--- src/rtl/meh_controller_p.sv ---
`default_nettype none
// ============================================================================
//  Module   : meh_controller_p
//  Purpose  : Microcoded fetch/decode/execute sequencer for the MEH16
//             datapath. Drives the 13-bit control word, ALU op select and
//             A-register op select from the current stage and the opcode
//             fields. RAM stages stall on mem_ready_i; NOARG/HALT parks the
//             core in stage 7 until reset.
//  Ports    : clk, rst          - clock, synchronous active-high reset
//             ir_opcode_i       - opcode latched in IR
//             ram_opcode_i      - opcode field on the RAM data bus
//             ram_arg_i         - argument field on the RAM data bus
//             flags_i           - {S, C, Z}
//             mem_ready_i       - RAM access completes this cycle
//             ctrl_o            - control word (ALU_EN .. IR_LOAD)
//             alu_op_o, a_op_o  - ALU / A-register operation selects
//             stage_o, halted_o - current stage, high in HALT stage
//  Revision : 1.0 - initial release
// ============================================================================
module meh_controller_p #(
   parameter int               ARG_W    = 12,
   parameter logic [ARG_W-1:0] HALT_ARG = {ARG_W{1'b1}}
) (
   input  logic             clk,
   input  logic             rst,
   input  logic [3:0]       ir_opcode_i,
   input  logic [3:0]       ram_opcode_i,
   input  logic [ARG_W-1:0] ram_arg_i,
   input  logic [2:0]       flags_i,
   input  logic             mem_ready_i,
   output logic [12:0]      ctrl_o,
   output logic [2:0]       alu_op_o,
   output logic [2:0]       a_op_o,
   output logic [2:0]       stage_o,
   output logic             halted_o
);

   // Control word bit positions
   localparam int c_ALU_EN   = 12;
   localparam int c_RAM_EN   = 11;
   localparam int c_MAR_LOAD = 10;
   localparam int c_RAM_LOAD = 9;
   localparam int c_A_EN     = 8;
   localparam int c_A_LOAD   = 7;
   localparam int c_B_EN     = 6;
   localparam int c_B_LOAD   = 5;
   localparam int c_PC_EN    = 4;
   localparam int c_PC_LOAD  = 3;
   localparam int c_PC_INC   = 2;
   localparam int c_IR_EN    = 1;
   localparam int c_IR_LOAD  = 0;

   // Bits that remain asserted while a RAM stage waits; all strobes drop.
   localparam logic [12:0] c_HOLD_MASK = 13'h0B52;

   localparam logic [3:0] c_OP_NOARG = 4'd0;
   localparam logic [3:0] c_OP_LOADA = 4'd1;
   localparam logic [3:0] c_OP_LOADB = 4'd2;
   localparam logic [3:0] c_OP_STORE = 4'd3;
   localparam logic [3:0] c_OP_JMP   = 4'd12;
   localparam logic [3:0] c_OP_JMPZ  = 4'd13;
   localparam logic [3:0] c_OP_JMPC  = 4'd14;
   localparam logic [3:0] c_OP_JMPS  = 4'd15;

   typedef enum logic [2:0] {
      ST_FETCH   = 3'd0,
      ST_DECODE  = 3'd1,
      ST_EXEC2   = 3'd2,
      ST_EXEC3   = 3'd3,
      ST_ALU     = 3'd4,
      ST_UNUSED5 = 3'd5,
      ST_UNUSED6 = 3'd6,
      ST_HALT    = 3'd7
   } stage_e;

   stage_e      stage_q, stage_d;
   logic [12:0] w_ctrl;
   logic [2:0]  w_alu_op;
   logic [2:0]  w_a_op;
   logic        w_ram_stage;
   logic        w_halted;

   always_comb begin
      stage_d     = stage_q;
      w_ctrl      = '0;
      w_alu_op    = '0;
      w_a_op      = '0;
      w_ram_stage = 1'b0;
      w_halted    = 1'b0;

      case (stage_q)
         ST_FETCH: begin
            w_ctrl[c_PC_EN]    = 1'b1;
            w_ctrl[c_MAR_LOAD] = 1'b1;
            stage_d            = ST_DECODE;
         end

         ST_DECODE: begin
            w_ram_stage       = 1'b1;
            w_ctrl[c_RAM_EN]  = 1'b1;
            w_ctrl[c_IR_LOAD] = 1'b1;
            case (ram_opcode_i)
               c_OP_NOARG: begin
                  if (ram_arg_i == HALT_ARG) begin
                     // PC stays on the HALT word
                     stage_d = ST_HALT;
                  end else if (ram_arg_i == ARG_W'(7)) begin
                     w_ctrl[c_PC_INC] = 1'b1;
                     stage_d          = ST_EXEC2;
                  end else begin
                     w_ctrl[c_PC_INC] = 1'b1;
                     // Unknown sub-ops execute as NOOP (a_op = 0)
                     if (ram_arg_i >= ARG_W'(1) && ram_arg_i <= ARG_W'(6))
                        w_a_op = ram_arg_i[2:0];
                     stage_d = ST_FETCH;
                  end
               end
               c_OP_JMP: begin
                  w_ctrl[c_PC_LOAD] = 1'b1;
                  stage_d           = ST_FETCH;
               end
               c_OP_JMPZ, c_OP_JMPC, c_OP_JMPS: begin
                  // opcode 13/14/15 selects flag bit 0/1/2
                  if (flags_i[ram_opcode_i[1:0] - 2'd1])
                     w_ctrl[c_PC_LOAD] = 1'b1;
                  else
                     w_ctrl[c_PC_INC]  = 1'b1;
                  stage_d = ST_FETCH;
               end
               default: begin
                  w_ctrl[c_PC_INC] = 1'b1;
                  stage_d          = ST_EXEC2;
               end
            endcase
         end

         ST_EXEC2: begin
            if (ir_opcode_i == c_OP_NOARG) begin
               // MOVBA
               w_ctrl[c_B_EN]   = 1'b1;
               w_ctrl[c_A_LOAD] = 1'b1;
               stage_d          = ST_FETCH;
            end else begin
               w_ctrl[c_IR_EN]    = 1'b1;
               w_ctrl[c_MAR_LOAD] = 1'b1;
               stage_d            = ST_EXEC3;
            end
         end

         ST_EXEC3: begin
            stage_d = ST_FETCH;
            if (ir_opcode_i == c_OP_LOADA) begin
               w_ram_stage      = 1'b1;
               w_ctrl[c_RAM_EN] = 1'b1;
               w_ctrl[c_A_LOAD] = 1'b1;
            end else if (ir_opcode_i == c_OP_LOADB) begin
               w_ram_stage      = 1'b1;
               w_ctrl[c_RAM_EN] = 1'b1;
               w_ctrl[c_B_LOAD] = 1'b1;
            end else if (ir_opcode_i == c_OP_STORE) begin
               w_ram_stage        = 1'b1;
               w_ctrl[c_A_EN]     = 1'b1;
               w_ctrl[c_RAM_LOAD] = 1'b1;
            end else if (ir_opcode_i >= 4'd4 && ir_opcode_i <= 4'd11) begin
               w_ram_stage      = 1'b1;
               w_ctrl[c_RAM_EN] = 1'b1;
               w_ctrl[c_B_LOAD] = 1'b1;
               stage_d          = ST_ALU;
            end
         end

         ST_ALU: begin
            w_ctrl[c_ALU_EN] = 1'b1;
            w_ctrl[c_A_LOAD] = 1'b1;
            w_alu_op         = 3'(ir_opcode_i - 4'd4);
            stage_d          = ST_FETCH;
         end

         ST_HALT: begin
            w_halted = 1'b1;
         end

         default: begin
            // Unreachable stages 5/6 recover through FETCH
            stage_d = ST_FETCH;
         end
      endcase

      // RAM wait: hold the stage, keep enables, drop every strobe
      if (w_ram_stage && !mem_ready_i) begin
         w_ctrl  = w_ctrl & c_HOLD_MASK;
         w_a_op  = '0;
         stage_d = stage_q;
      end
   end

   always_ff @(posedge clk) begin
      if (rst)
         stage_q <= ST_FETCH;
      else
         stage_q <= stage_d;
   end

   assign ctrl_o   = rst ? '0 : w_ctrl;
   assign alu_op_o = rst ? '0 : w_alu_op;
   assign a_op_o   = rst ? '0 : w_a_op;
   assign halted_o = rst ? 1'b0 : w_halted;
   assign stage_o  = stage_q;

endmodule
`default_nettype wire

--- config.mk ---
export PLATFORM = sky130hd
export DESIGN_NAME = meh_controller_p
export DESIGN_NICKNAME = d
export VERILOG_FILES = /design/src/rtl/meh_controller_p.sv
export SDC_FILE = /design/constraint.sdc
export NUM_CORES = 1
export LEC_CHECK = 0
export ABC_AREA = 0
export ABC_CLOCK_PERIOD_IN_PS = 2430
export CAP_MARGIN = 10
export CORE_MARGIN = 10
export CORE_UTILIZATION = 36
export DETAILED_ROUTE_END_ITERATION = 12
export PLACE_DENSITY = 0.84
export SYNTH_ARGS = -nofsm -noshare
export SYNTH_HDL_FRONTEND = slang
export SYNTH_SLANG_ARGS = --single-unit
--- constraint.sdc ---
create_clock -name clk -period 2.43 [get_ports clk]
set_input_delay 0.243 -clock clk [delete_from_list [all_inputs] [get_ports clk]]
set_output_delay 0.243 -clock clk [all_outputs]
set_load 0.05 [all_outputs]
After elaboration in Yosys (flattened, before gate mapping)
Cells that the tools add are included.

Output and inout port bits: 23. Register bits: 3. Input bits: 26. Memories kept: 0. Bits in latches: 0. ROM bits: 0. Memory bits (writable): 0. Word-level logic and storage cells: 89.

Order comparisons: 5. Shift operators: 0. Muxes and demuxes: 55. Multipliers: 0. Reductions and logical operators: 10. Equality and inequality tests: 14. Bitwise logic cells: 2. Div/mod/pow operators: 0. $add $sub $neg: 2.

Operators by type and width (number): $mux 3 (14); $mux 13 (2); $mux 1 (22); $eq 4x4->1 const B (4); $mux 2 (8); $pmux 3 s5 (1); $eq 12x12->1 const B (1); $eq 12x3->1 const B (1); $ge 12x1->1 const B (1); $le 12x3->1 const B (1); $eq 4x2->1 const B (2); $logic_not 4->1 (2); $pmux 1 s2 (4); $eq 3x2->1 const B (2); $eq 3x3->1 const B (2); $pmux 1 s3 (2); $pmux 3 s2 (1); $eq 4x1->1 const B (1); $ge 4x3->1 const B (1); $le 4x4->1 const B (1); $reduce_or 4->1 (1); $eq 3x1->1 const B (1); $logic_and 1x1->1 (3); $logic_not 3->1 (1); 8 further kinds (9).

Depth between registers and ports, before layout
Gate-level depths: netlist of the first run.

Depth in word-level cells: 10. Depth in mapped cells: 6. Gate-level depth less buffers: 6.

Least setup slack after synthesis of the first run
OpenSTA, ideal clock, no wires.

Path kind: register to output. Start point: reg stage_q[1] (netlist: stage_o[1]). End point: out ctrl_o[5]. Path buffers: 1. Setup slack: -1407 ps. Required time: 2187 ps. Data arrival time: 3594 ps. Stages on the path, launching flop included: 4. Cell sequence: dfxtp_1 > clkbuf_1 > a31oi_1 > a2111oi_0.

Longest elaborated chain between the ends: 5. Elaborated cells on any way between the ends: 7. Those cells by class: eq/ne: 2; mux: 4; reduce/logical: 1.

Ends and longest elaborated chain: start: declaration (RTL line 76) `stage_e stage_q, stage_d;`; start signal: assignment (RTL line 201) `stage_q <= stage_d;`; $eq 3x2->1 / $eq 3x1->1 (equally long branches) (RTL line 91) `case (stage_q)`; $pmux 1 s2 (RTL line 91); $logic_and 1x1->1 (RTL line 190) `if (w_ram_stage && !mem_ready_i) begin`; $mux 13 * (RTL line 190); $mux 13 * (RTL line 204) `assign ctrl_o = rst ? '0 : w_ctrl;`; end: declaration (RTL line 31) `output logic [12:0] ctrl_o,`.

Every way passes the cells marked *; elsewhere a longest branch is shown, timed or not.

Worst setup path after layout of the first run
Start point: in ram_opcode_i[0]. End point: out ctrl_o[2].

Longest elaborated chain between the ends: 8. Elaborated cells on any way between the ends: 14. Those cells by class: add/sub: 1; eq/ne: 4; mux: 7; reduce/logical: 2.

Ends and longest elaborated chain: start: declaration (RTL line 27) `input logic [3:0] ram_opcode_i,`; $sub 2x1->2 (RTL line 124) `if (flags_i[ram_opcode_i[1:0] - 2'd1])`; $bmux 1 s2 (RTL line 124); $mux 1 (not written as such) (RTL line 124); $mux 1 (RTL line 124); $pmux 1 s3 * (RTL line 102) `case (ram_opcode_i)`; $mux 2 * (RTL line 91); $mux 13 * (RTL line 190); $mux 13 * (RTL line 204).

Every way passes the cells marked *; elsewhere a longest branch is shown, timed or not. The select of a mux whose other input is x is not followed.

==> results of run 1 <==
## how the worst max path moves through the flow
stage                      to  cells after the start
floorplan           ctrl_o[3]                      4
global placement    ctrl_o[3]                      8
detailed placement  ctrl_o[2]                      8
CTS                 ctrl_o[2]                      8
global route        ctrl_o[2]                      8
finish              ctrl_o[2]                      8
## synthesized netlist by cell type (2+ instances only)
cell	count
nand4_1	2
nor2b_1	2
nand2b_1	2
clkbuf_1	2
inv_1	7
o21ai_0	3
a211oi_1	3
nand2_1	7
nor2_1	6
and3_1	4
dfxtp_1	3
nor3_1	8
ha_1	5
or3_1	4
nor3b_1	2
nand3_1	5
and2_1	5
a21oi_1	6
## report_power, final
group	total, W	switching, W	internal (W)	leakage, nW
Clock	0.0000954	0.0000334	0.0000620	0.0150
Combinational	0.000184	0.0000935	0.0000903	0.551
Sequential	0.0000603	0.00000790	0.0000524	0.0246
## metal layers
layer	wire, um	GRT usage, %	vias to the layer above	part of all wire, %
met2	1400	24.23	42	52
met3	217	5.735	7	8.0
met1	998	11.76	433	37
li1	-	-	472	-
met5	0	0	-	0
met4	93	7.542	0	3.4
## what timing repair did
item                       in CTS  in global routing
setup endpoints to repair       1                  5
pin swaps                       0                  2
gates resized for setup         1                 10
## critical path, stage by stage
cell and delay, ns:
clkdlybuf4s50_1 0.41, inv_1 0.11, ha_2 0.20, or3b_2 0.48, nor2b_2 0.15, nand2_1 0.08, a31o_2 0.25, buf_4 0.18
## through the flow
stage          setup slack [ns]  hold WS (ns)  total power [W]
5_1_grt               -0.001136        0.7275        0.0003627
3_3_place_gp             0.1123        0.6373        0.0002359
3_5_place_dp            0.01287        0.6504        0.0002409
6_report                0.07627        0.6614        0.0003394
4_1_cts                0.009626        0.6530        0.0003347
2_1_floorplan           -0.1720        0.3394        0.0001468
## area by class of cell
cell class              instances  area (um^2)
well taps                      25        31.28
multi-input cells              83        613.1
fillers                       122        311.5
clock buffers                   4        26.28
flip-flops and latches          3        60.06
repair buffers                 53        658.1
inverters                       7        26.28
## placed cells by master, fill, tap and decap left out, drive strengths merged, types with 2 or more instances in the layout
cell            n
nand2           7
o21ai           3
nand2b          2
nor3b           2
a21oi           6
nor2b           3
and3            4
inv             7
clkbuf          4
ha              5
clkdlybuf4s50  27
a211oi          3
buf            25
nand4           2
nor2            6
nand3           5
dfxtp           3
and2            5
or3             4
nor3            8
## cell families after synthesis
| kind of cell | after synthesis | synth area share, % |
|---|---|---|
| AOI/OAI and AO/OA | 21 | 21.59 |
| muxes | 1 | 1.515 |
| xor gates and xnor gates | 1 | 1.326 |
| DFF | 3 | 9.091 |
| adders and majority gates | 5 | 9.470 |
| buffers and inverters | 11 | 7.008 |
| and+or+nand+nor | 55 | 50.00 |
==> flow_summary.yaml, run 1 <==
status:
  outcome: "complete, no violations"
global_route:
  grt_pass1_wl_um: 4312
  antenna_found_initial: 0
  grtUsageTotal_pct: 13.20
  grt_pass1_vias: 928
  grt_overflow_total: 0
  grt_start_max_net_pins: 15
yosys:
  yosys_most_used_dff: "dfxtp_1"
  ys_seq_area_share_pct: 9.091
  syn_area_um2: 660.6
  synth_area_leader_cell: "ha_1"
  synth_edf_count: 0
  synth.avg_cell_area_um2: 6.811
  synth.area.top_cells: "ha_1, dfxtp_1, nor3_1"
  synthArstFlopShare_pct: 0
  synth_fp_nets: 128
  synth_cells: 97
  yosysTopAreaCellShare_pct: 9.470
  synth_seq_cells: 3
  synth_cell_type_count: 39
  yosysWarnings: 0
sta:
  clock_skew_ns: 0.006483
  finalSetupTns_ns: 0
  slew_headroom_pct: 66.04
  setup_viol: 0
  hold_viol_final: 0
  fmax_mhz: 424.9
  period_minus_slack_ns: 2.354
  period_share_pct: 96.86
  worst_pin_slew_ns: 0.5079
  finalMaxSlewViolations: 0
die:
  die_x_um: 62.84
  ios: 49
  initial_core_util_pct: 38.26
  die_y_um: 62.84
  design.core.area_mm2: 0.001727
  std_cell_rows: 15
  die-area_mm2: 0.003948
setup_path:
  critPathArrivalTime_ns: 2.11
  cp-start-kind: "primary input"
  rrSetupSlack_ns: 0.84
  crit_start: "ram_opcode_i[0]"
  r2r-end: "stage_o[1]"
  critPathMaxFanout: 3
  crit_required_ns: 2.19
  endpoint_kind: "primary output"
  r2r_start: "stage_o[2]"
  crit_type: "primary input to primary output"
  reg2reg_depth: 5
hold_path:
  hp-start: "stage_o[0]"
  hold_end: "stage_o[2]"
  min_path_type: "register to register"
  whs_path_depth: 2
cts:
  cts_tree: "built"
  clk_pin_slew_worst_paths_ns: 0.04
  clk_latency_ns: 0.26
  h-tree-depth: 1
  postCtsHoldBufs: 0
  clock_path_buffers: 2
  cts.sinks: 3
  postCtsSetupBuffers: 0
  cts-root-buf: "clkbuf_4"
  cts_made_buffers: 3
cells_and_area:
  instances_no_fill: 175
  drive_gt1_share_pct: 32.00
  largest_reg_flops: 3
  nNetsFinal: 182
  synthToLayoutAreaGrowth_pct: 114.2
  postLayoutCoreUtil_pct: 81.96
  diodes: 0
  fin_area_mm2: 0.001415
place:
  place_area_mm2: 0.001356
  port_buffers: 48
  place.gp.congestion: 0.9183
  dp_hpwl_um: 2333
  dp.cells: 171
route:
  initialDrtViolationCount: 19
  vias: 954
  dr.pass1.iters: 4
  drc: 0
  drtAntennaViolNets: 0
  via_per_inst: 5.451
  wirelength_um: 2710
  wl_per_cell_um: 15.49
run:
  drv_cap: 0
power_and_ir_drop:
  p_leak_nw: 0.5908
  powerDensity_mw_per_mm2: 239.8
  peakVddDrop_uv: 189.4
No activity file was read; power rests on OpenSTA's default activity.
==> inputs of run 2 (changes only) <==
- CORE_MARGIN: 10 -> not set
==> run 2 against run 1 <==
  * Via count up 0.10%
  * Power about the same
  * Register-to-register slack about the same
  * Hold slack worse by 0.0064 ns
  * Design area up 0.26%
  * Fmax down 0.59%
  * Global-route usage up 11 points
  * Clock power down 3.1%
  * Sequential power down 0.7%
  * Clock skew down 0.0064 ns
  * Critical path depth down 1
  * Highest routed layer unchanged
  * Final cell count unchanged
==> flow_summary.yaml, run 2 (synthesized netlist as in run 1, its figures left out) <==
place:
  dp_worst_setup_slack_ns: 0.04739
  dp_hpwl_um: 1836
  place_area_mm2: 0.001369
  port_buffers: 48
  place.gp.congestion: 0.8535
sta:
  clock_skew_ns: 0.00003414
  worst_pin_slew_ns: 0.4936
  finalMaxSlewViolations: 0
  hold_viol_final: 0
  period_share_pct: 97.43
  setup_viol: 0
  worst_slack_ns: 0.06241
  slew_headroom_pct: 66.99
  period_minus_slack_ns: 2.368
  fmax_mhz: 422.4
route:
  dr.pass1.iters: 4
  drtAntennaViolNets: 0
  wirelength_um: 2294
  wl_per_cell_um: 13.11
  via_per_inst: 5.457
  vias: 955
  drc: 0
  initialDrtViolationCount: 24
cells_and_area:
  diodes: 0
  fin_area_mm2: 0.001419
  nNetsFinal: 182
  synthToLayoutAreaGrowth_pct: 114.8
  drive_gt1_share_pct: 30.67
  mostFrequentLayoutCells: "clkdlybuf4s50_1, buf_12, buf_4, nand2_1, a21oi_1"
  largest_reg_flops: 3
  fillers: 115
  mostFrequentLayoutCell: "clkdlybuf4s50_1"
setup_path:
  endpoint_kind: "primary output"
  crit_type: "primary input to primary output"
  crit_chain: "clkdlybuf4s50_1 > inv_1 > ha_1 > o21ai_0 > a31oi_1 > a2111oi_2 > buf_12"
  path_delay_family: "compound AO/OA/AOI/OAI gates"
  critPathArrivalTime_ns: 2.12
  critPathMaxFanout: 3
  cp-start-kind: "primary input"
  max_stage_delay_ns: 0.52
  crit_required_ns: 2.19
  slowest_stage: "a2111oi_2"
  path_buf_inv: 3
cts:
  cts-root-buf: "clkbuf_4"
  clk_pin_slew_worst_paths_ns: 0.04
  h-tree-depth: 1
  postCtsHoldBufs: 0
  cts_made_buffers: 3
  clk_latency_ns: 0.24
  clock_path_buffers: 2
  cts.sinks: 3
  cts_tree: "built"
global_route:
  grt_pass1_wl_um: 3643
  grtUsageTotal_pct: 24.29
  antenna_found_initial: 0
  grt_overflow_total: 0
  grt_start_max_net_pins: 15
  grt_pass1_vias: 910
die:
  die_x_um: 44.84
  design.core.area_mm2: 0.001727
  std_cell_rows: 15
  ios: 49
  die-area_mm2: 0.002010
  die_y_um: 44.84
  initial_core_util_pct: 38.26
hold_path:
  min_path_type: "register to register"
run:
  drv_cap: 0
power_and_ir_drop:
  peakVddDrop_uv: 152.3
  powerDensity_mw_per_mm2: 239.2
  p_leak_nw: 0.5880
status:
  outcome: "complete, no violations"
-- run 2: cell counts in the layout (fill, tap and decap cells not counted) --
No cell type changed its count.
-- run 2: final cells by class --
cell class	count	area (um^2)	share of cell area (%)
flip-flops and latches	3	60.06	4.233
clock buffers	4	26.28	1.852
well taps	25	31.28	2.205
inverters	7	26.28	1.852
multi-input cells	83	604.3	42.59
repair buffers	53	670.6	47.27
-- run 2: through the flow --
stage	total power, W	hold WS [ns]	std cells	utilization, %	setup TNS, ns
after detailed placement	0.0002413	0.6490	171	79.28	0
after floorplan	0.0001468	0.3394	97	-	-0.7328
after CTS	0.0003344	0.6560	175	80.80	0
final	0.0003393	0.6549	175	82.17	0
after global placement	0.0002366	0.6352	171	79.28	0
after global routing	0.0003560	0.7036	175	82.17	-0.07274
-- run 2: power breakdown --
part / total (W) / switching [W] / internal, W
sequential: 0.0000599 / 0.00000755 / 0.0000523
clock: 0.0000924 / 0.0000306 / 0.0000618
combinational: 0.000187 / 0.0000952 / 0.0000918
-- run 2: tightest hold or removal path, delay by kind of cell (launching register included) --
kind	cells	cell delay, ns
compound gates	1	0.09
flops	1	0.38
simple gates	1	0.12
-- run 2: final timing paths --
kind	startpoint	end	slack [ns]	cells past startpoint
worst max register to register	stage_o[2]	stage_o[1]	0.85	5
worst min register to register	stage_o[0]	stage_o[2]	0.65	2
worst max-delay path	ir_opcode_i[2]	ctrl_o[5]	0.06	7
worst min-delay path	stage_o[0]	stage_o[2]	0.65	2
-- run 2: routing by layer --
metal	GRT usage [%]	share of wire, %	up-vias
met5	0	0	-
li1	-	-	467
met4	9.091	1.2	0
met3	5.200	6.1	5
met1	25.49	39	439
met2	46.76	54	44
-- run 2: repair_timing --
| item | CTS | global route |
|---|---|---|
| setup endpoints to repair | 0 | 5 |
| setup buffers | 0 | 0 |
| gates resized for setup | 0 | 8 |
